[src/rtl/regfile_pkg.sv]
// Shared definitions for the register file and its scoreboard.
//
// Contents:
//   DATA_WIDTH_DEF / ADDR_WIDTH_DEF : default register width and index width
//   ZERO_ADDR                       : index of the optional hardwired-zero register
//   reg_idx_t / reg_data_t          : register index and data types at default sizes
package regfile_pkg;

  localparam int DATA_WIDTH_DEF = 32;
  localparam int ADDR_WIDTH_DEF = 5;

  localparam logic [ADDR_WIDTH_DEF-1:0] ZERO_ADDR = '0;

  typedef logic [ADDR_WIDTH_DEF-1:0] reg_idx_t;
  typedef logic [DATA_WIDTH_DEF-1:0] reg_data_t;

endpackage

[src/rtl/regfile_scoreboard.sv]
// Per-register pending-write scoreboard.
//
// Tracks which registers have an issued but not yet written-back result,
// decides whether a new issue may be accepted, keeps a running count of
// pending registers and raises a sticky error on unexpected write-backs.
//
// Ports:
//   clk, reset     : rising-edge clock, asynchronous active-low reset
//   wb_en/wb_addr  : write-back enable and destination
//   issue_valid    : an instruction wants to issue, writing issue_dest
//   issue_dest     : destination index of the issuing instruction
//   flush          : drop every pending mark
//   busy           : one pending bit per register
//   issue_ready    : issue_dest may be claimed this cycle
//   pending_count  : number of set busy bits
//   error          : sticky, write-back to a register that was not pending
module regfile_scoreboard
  import regfile_pkg::*;
#(
  parameter int ADDR_WIDTH = ADDR_WIDTH_DEF,
  parameter int NUM_REGS   = 2**ADDR_WIDTH,
  parameter int ZERO_REG   = 1
) (
  input  logic                  clk,
  input  logic                  reset,
  input  logic                  wb_en,
  input  logic [ADDR_WIDTH-1:0] wb_addr,
  input  logic                  issue_valid,
  input  logic [ADDR_WIDTH-1:0] issue_dest,
  input  logic                  flush,
  output logic [NUM_REGS-1:0]   busy,
  output logic                  issue_ready,
  output logic [ADDR_WIDTH:0]   pending_count,
  output logic                  error
);

  function automatic logic in_range(input logic [ADDR_WIDTH-1:0] idx);
    return int'(idx) < NUM_REGS;
  endfunction

  function automatic logic is_zero(input logic [ADDR_WIDTH-1:0] idx);
    return (ZERO_REG != 0) && (idx == ADDR_WIDTH'(ZERO_ADDR));
  endfunction

  function automatic logic busy_of(input logic [ADDR_WIDTH-1:0] idx);
    return in_range(idx) ? busy[idx] : 1'b0;
  endfunction

  logic                  issue_set;
  logic                  wb_valid;
  logic                  wb_clear;
  logic                  wb_bad;
  logic [NUM_REGS-1:0]   busy_next;
  logic [ADDR_WIDTH:0]   count_next;

  // The zero register is never marked busy, so it is always ready.
  assign issue_ready = !flush && !busy_of(issue_dest);
  assign issue_set   = issue_valid && issue_ready && in_range(issue_dest) && !is_zero(issue_dest);

  assign wb_valid = wb_en && in_range(wb_addr) && !is_zero(wb_addr);
  assign wb_clear = wb_valid && busy_of(wb_addr);
  // Out-of-range targets and writes nobody was waiting for are both errors.
  assign wb_bad   = (wb_en && !in_range(wb_addr)) || (wb_valid && !busy_of(wb_addr));

  // Clear and set can never hit the same register in one cycle (clear needs
  // busy, set needs not busy), so applying set last is only a formality.
  always_comb begin
    busy_next  = busy;
    count_next = pending_count;
    if (flush) begin
      busy_next  = '0;
      count_next = '0;
    end else begin
      if (wb_clear) busy_next[wb_addr] = 1'b0;
      if (issue_set) busy_next[issue_dest] = 1'b1;
      case ({issue_set, wb_clear})
        2'b10:   count_next = pending_count + (ADDR_WIDTH+1)'(1);
        2'b01:   count_next = pending_count - (ADDR_WIDTH+1)'(1);
        default: count_next = pending_count;
      endcase
    end
  end

  always_ff @(posedge clk or negedge reset) begin
    if (!reset) begin
      busy          <= '0;
      pending_count <= '0;
      error         <= 1'b0;
    end else begin
      busy          <= busy_next;
      pending_count <= count_next;
      if (wb_bad) error <= 1'b1;
    end
  end

endmodule

[src/rtl/register_file_scoreboard.sv]
// Register file with two combinational read ports, one write-back port,
// optional hardwired-zero register, optional write-to-read bypass, and an
// attached pending-write scoreboard for issue control and hazard reporting.
//
// Ports:
//   clk, reset                          : clock, asynchronous active-low reset
//   Reg_Write_i / Write_Register_i / Write_Data_i : write-back port
//   Read_Register_x_i / Read_Data_x_o   : read ports 1 and 2
//   Busy_x_o                            : operand x still waits for a write-back
//   Issue_Valid_i / Issue_Dest_i        : issue request and its destination
//   Issue_Ready_o                       : issue accepted this cycle
//   Flush_i                             : clear all pending marks
//   Pending_Count_o                     : number of pending registers
//   Error_o                             : sticky unexpected write-back flag
module register_file_scoreboard
  import regfile_pkg::*;
#(
  parameter int DATA_WIDTH = DATA_WIDTH_DEF,
  parameter int ADDR_WIDTH = ADDR_WIDTH_DEF,
  parameter int NUM_REGS   = 2**ADDR_WIDTH,
  parameter int ZERO_REG   = 1,
  parameter int BYPASS     = 1
) (
  input  logic                  clk,
  input  logic                  reset,
  input  logic                  Reg_Write_i,
  input  logic [ADDR_WIDTH-1:0] Write_Register_i,
  input  logic [DATA_WIDTH-1:0] Write_Data_i,
  input  logic [ADDR_WIDTH-1:0] Read_Register_1_i,
  input  logic [ADDR_WIDTH-1:0] Read_Register_2_i,
  output logic [DATA_WIDTH-1:0] Read_Data_1_o,
  output logic [DATA_WIDTH-1:0] Read_Data_2_o,
  output logic                  Busy_1_o,
  output logic                  Busy_2_o,
  input  logic                  Issue_Valid_i,
  input  logic [ADDR_WIDTH-1:0] Issue_Dest_i,
  output logic                  Issue_Ready_o,
  input  logic                  Flush_i,
  output logic [ADDR_WIDTH:0]   Pending_Count_o,
  output logic                  Error_o
);

  logic [DATA_WIDTH-1:0] regs [NUM_REGS];
  logic [NUM_REGS-1:0]   busy;
  logic                  write_commit;

  function automatic logic in_range(input logic [ADDR_WIDTH-1:0] idx);
    return int'(idx) < NUM_REGS;
  endfunction

  function automatic logic is_zero(input logic [ADDR_WIDTH-1:0] idx);
    return (ZERO_REG != 0) && (idx == ADDR_WIDTH'(ZERO_ADDR));
  endfunction

  function automatic logic forward_hit(input logic [ADDR_WIDTH-1:0] idx);
    return (BYPASS != 0) && Reg_Write_i && (Write_Register_i == idx);
  endfunction

  function automatic logic [DATA_WIDTH-1:0] read_value(input logic [ADDR_WIDTH-1:0] idx);
    logic [DATA_WIDTH-1:0] value;
    value = '0;
    if (in_range(idx) && !is_zero(idx)) begin
      value = forward_hit(idx) ? Write_Data_i : regs[idx];
    end
    return value;
  endfunction

  // A forwarded write satisfies the operand this cycle, so it is not a hazard.
  function automatic logic busy_value(input logic [ADDR_WIDTH-1:0] idx);
    return in_range(idx) && busy[idx] && !forward_hit(idx);
  endfunction

  assign write_commit = Reg_Write_i && in_range(Write_Register_i) && !is_zero(Write_Register_i);

  // Storage array; reset wipes every entry, so an in-flight write is lost.
  always_ff @(posedge clk or negedge reset) begin
    if (!reset) begin
      for (int i = 0; i < NUM_REGS; i++) regs[i] <= '0;
    end else if (write_commit) begin
      regs[Write_Register_i] <= Write_Data_i;
    end
  end

  always_comb begin
    Read_Data_1_o = read_value(Read_Register_1_i);
    Read_Data_2_o = read_value(Read_Register_2_i);
    Busy_1_o      = busy_value(Read_Register_1_i);
    Busy_2_o      = busy_value(Read_Register_2_i);
  end

  regfile_scoreboard #(
    .ADDR_WIDTH (ADDR_WIDTH),
    .NUM_REGS   (NUM_REGS),
    .ZERO_REG   (ZERO_REG)
  ) u_scoreboard (
    .clk           (clk),
    .reset         (reset),
    .wb_en         (Reg_Write_i),
    .wb_addr       (Write_Register_i),
    .issue_valid   (Issue_Valid_i),
    .issue_dest    (Issue_Dest_i),
    .flush         (Flush_i),
    .busy          (busy),
    .issue_ready   (Issue_Ready_o),
    .pending_count (Pending_Count_o),
    .error         (Error_o)
  );

endmodule

[config.mk]
export PLATFORM = sky130hd
export DESIGN_NAME = register_file_scoreboard
export DESIGN_NICKNAME = d
export VERILOG_FILES = /design/src/rtl/regfile_pkg.sv /design/src/rtl/regfile_scoreboard.sv /design/src/rtl/register_file_scoreboard.sv
export SDC_FILE = /design/constraint.sdc
export NUM_CORES = 2
export LEC_CHECK = 0
export BUFFER_PORTS_ARGS = -buffer_cell sky130_fd_sc_hd__buf_2
export CORE_ASPECT_RATIO = 0.8
export CORE_MARGIN = 2
export CORE_UTILIZATION = 55
export DETAILED_ROUTE_END_ITERATION = 10
export PLACE_DENSITY = 0.83
export SYNTH_ARGS = -nofsm -noshare
export SYNTH_HDL_FRONTEND = slang
export SYNTH_HIERARCHICAL = 1
export SYNTH_SLANG_ARGS = --single-unit
[constraint.sdc]
create_clock -name clk -period 7.47 [get_ports clk]
set_input_delay 2.241 -clock clk [delete_from_list [all_inputs] [get_ports clk]]
set_output_delay 2.241 -clock clk [all_outputs]
set_load 0.005 [all_outputs]
==> flow_summary.ini <==
[clock_tree]
clk_pin_slew_ns = 0.06
cts_tree = done
clockRootBuffer = clkbuf_16
cts-resized-gates = 0
post_cts_buffers = 0
cts_buffers = 104
cts_sinks = 1063
clock_tree.htree_level_count = 3
clock_path_buffers = 3
clock_latency_ns = 0.73
hold_buffers = 0

[yosys]
yosys_warnings = 6
async_reset_ff_frac = 1.00
ys_seq_elements = 1063
netlist_instances = 4229
yosysTopAreaCellShare = 0.455
ys.flop_type = dfrtp_1
netlist_area_sq_um = 58500
ys_types = 80
synth_edf_count = 0
syn_nets = 4289
netlist_top_cells_area = dfrtp_1 45%, mux2_2 15%, mux4_2 15%, mux2i_1 6.1%, mux2_1 3.7%
syn_avg_cell_area_sq_um = 13.8
synth_area_leader_cell = dfrtp_1
ys_seq_area_frac = 0.455

[timing]
setup_violations = 0
fin_skew_ns = 0.0258
period_minus_slack_ns = 7.39
fin_crit_sh = 0.989
relSlewSlack = -0.0513
timing.fmax_mhz = 135
rsz0062_at_grt = no
slew_viol_final = 5
finalSetupTns_ns = 0
worstMarginPinSlew_ns = 1.57
finalHoldViolCount = 0

[critical_path]
worstSetupEndpointType = primary output
r2r_cells = 11
worst_ep_arrival_time_ns = 5.15
startpoint = Read_Register_1_i[4]
critical_path_class = in2out
endpoint = Read_Data_1_o[20]
slowest_stage = nor3b_1
start_kind = primary input
reg2reg_to = u_scoreboard/pending_count[5]
critical_path.max_fanout = 16
ff2ff_setup_slack_ns = 3.94
reg2reg_from = u_scoreboard/busy[11]
crit_path_max_incr_delay_ns = 1.24
cp_cell_sequence = buf_2, buf_4, nor3b_1, buf_4, a22oi_1, nand3_1, a31oi_1, o221a_1, buf_2
required_ns = 5.23

[grt]
grt_pass1_vias = 41844
grt_pass1_wl_mm = 283
grt_max_degree = 175
grt_use_total = 0.353
antenna_found_initial = 21
overflow = 0

[route]
postRouteAntennaNets = 0
vias_per_cell = 7.38
totalWireLength_mm = 193
wl_per_cell_microns = 33.9
drtIter0Drc = 6284
drtPass1Iterations = 6
drcViolationCount = 0
via_count = 41981

[layout]
layout-drive-gt1-share = 0.413
fin_cells = 5686
area_growth_pct = 9.74
final_util = 0.612
nNetsFinal = 4249
final_cell_mix = 1063 x dfrtp_1, 803 x mux2_2, 389 x mux4_2
final_common_cell = dfrtp_1

[pwr]
power_density_nw_per_um2 = 257
finalPower_mw = 16.5
vdd.ir_drop.worst_mv = 0.216
leakagePower_nw = 28.4

[status]
status = finished with violations
violations = capacitance limit, slew limit

[floorplanning]
row_count = 106
num_io_pins = 131
die_h_microns = 296
core_sq_um = 105000
fp.dieW_microns = 369
fp.dieArea_sq_um = 109000
start_util = 0.557

[min_path]
hold_path.class = reg2reg

[flow_run]
cap_violations = 1

[place]
dp.cells = 5487
dp_hpwl_mm = 117
place.port_buffers = 130
gp_congestion = 0.923
flip-flops by register name (all words and copies together), names as in the netlist:
signal                      count
u_scoreboard/error              1
u_scoreboard/pending_count      6
u_scoreboard/busy              32
regs                         1024
power breakdown:
group | internal [mW] | total, mW | switching, mW
sequential | 6.82 | 7.65 | 0.832
clock | 3.08 | 5.46 | 2.38
combinational | 1.90 | 3.41 | 1.51
layer usage:
| layer | share of wire | vias up | track usage | wire length [microns] |
|---|---|---|---|---|
| met3 | 0.14 | 805 | 0.132 | 27300 |
| li1 | - | 16238 | - | - |
| met2 | 0.43 | 3184 | 0.502 | 82000 |
| met5 | 0.00054 | - | 0 | 105 |
| met4 | 0.066 | 18 | 0.200 | 12800 |
| met1 | 0.37 | 21736 | 0.469 | 70500 |
worst min-delay path by stage:
| stage | from | to | slack [ns] | cells past startpoint |
|---|---|---|---|---|
| after floorplan | regs[1004] | regs[1004] | 0.44 | 1 |
| after global placement | regs[1019] | regs[1019] | 0.38 | 0 |
| after detailed placement | regs[998] | regs[998] | 0.38 | 0 |
| after CTS | regs[1009] | regs[1009] | 0.40 | 0 |
| after global routing | regs[1016] | regs[1016] | 0.41 | 0 |
| final | regs[1013] | regs[1013] | 0.39 | 0 |
kinds of logic (layout without fill, tap and decap cells):
family | after synthesis | count (layout) | synth area share
muxes | 1742 | 1742 | 0.403
DFF | 1063 | 1063 | 0.455
AOI/OAI and AO/OA | 568 | 568 | 0.0680
buffers and inverters | 476 | 521 | 0.0404
and+or+nand+nor | 365 | 365 | 0.0316
xor gates and xnor gates | 12 | 12 | 0.00180
adders and majority gates | 3 | 3 | 0.000642
other | 0 | 8 | 0
worst max-delay path, delay by kind of cell:
family | cells | cell delay [ns]
AO/OA/AOI/OAI | 3 | 0.40
buffers and inverters | 4 | 1.12
AND/OR/NAND/NOR | 2 | 1.38
through the flow:
stage | instance area [sq um] | hold WS, ns | worst slack, ns
2_1_floorplan | 58500 | 0.441 | 1.38
3_3_place_gp | 60700 | 0.379 | 0.355
3_5_place_dp | 60700 | 0.383 | 0.374
4_1_cts | 64200 | 0.398 | 0.358
5_1_grt | 64200 | 0.407 | 0.147
6_report | 64200 | 0.394 | 0.0790
cell usage after synthesis (11+ instances only):
cell,count
mux4_2,389
a31oi_1,26
buf_4,31
nand2_1,155
o211ai_1,27
a221oi_1,26
o221a_1,14
o21ai_1,30
a21oi_1,92
mux2_1,194
o21ai_0,53
nand4_1,15
o22ai_1,30
clkbuf_1,234
buf_6,40
buf_2,110
dfrtp_1,1063
o22a_1,14
nand3_1,36
mux2i_1,356
and3_1,27
nor2b_1,13
a22oi_1,186
mux2_2,803
nor2_1,40
nor3_1,11
buf_1,51
final cells by class:
class / instances / area [sq um]
fillers: 7571 / 40700
multi-input cells: 2690 / 29800
flip-flops and latches: 1063 / 26600
clock buffers: 148 / 3010
repair buffers: 322 / 2540
well taps: 1404 / 1760
clock inverters: 43 / 458
inverters: 8 / 30.0
diodes: 8 / 20.0
Power figures use the tool's default switching activity.
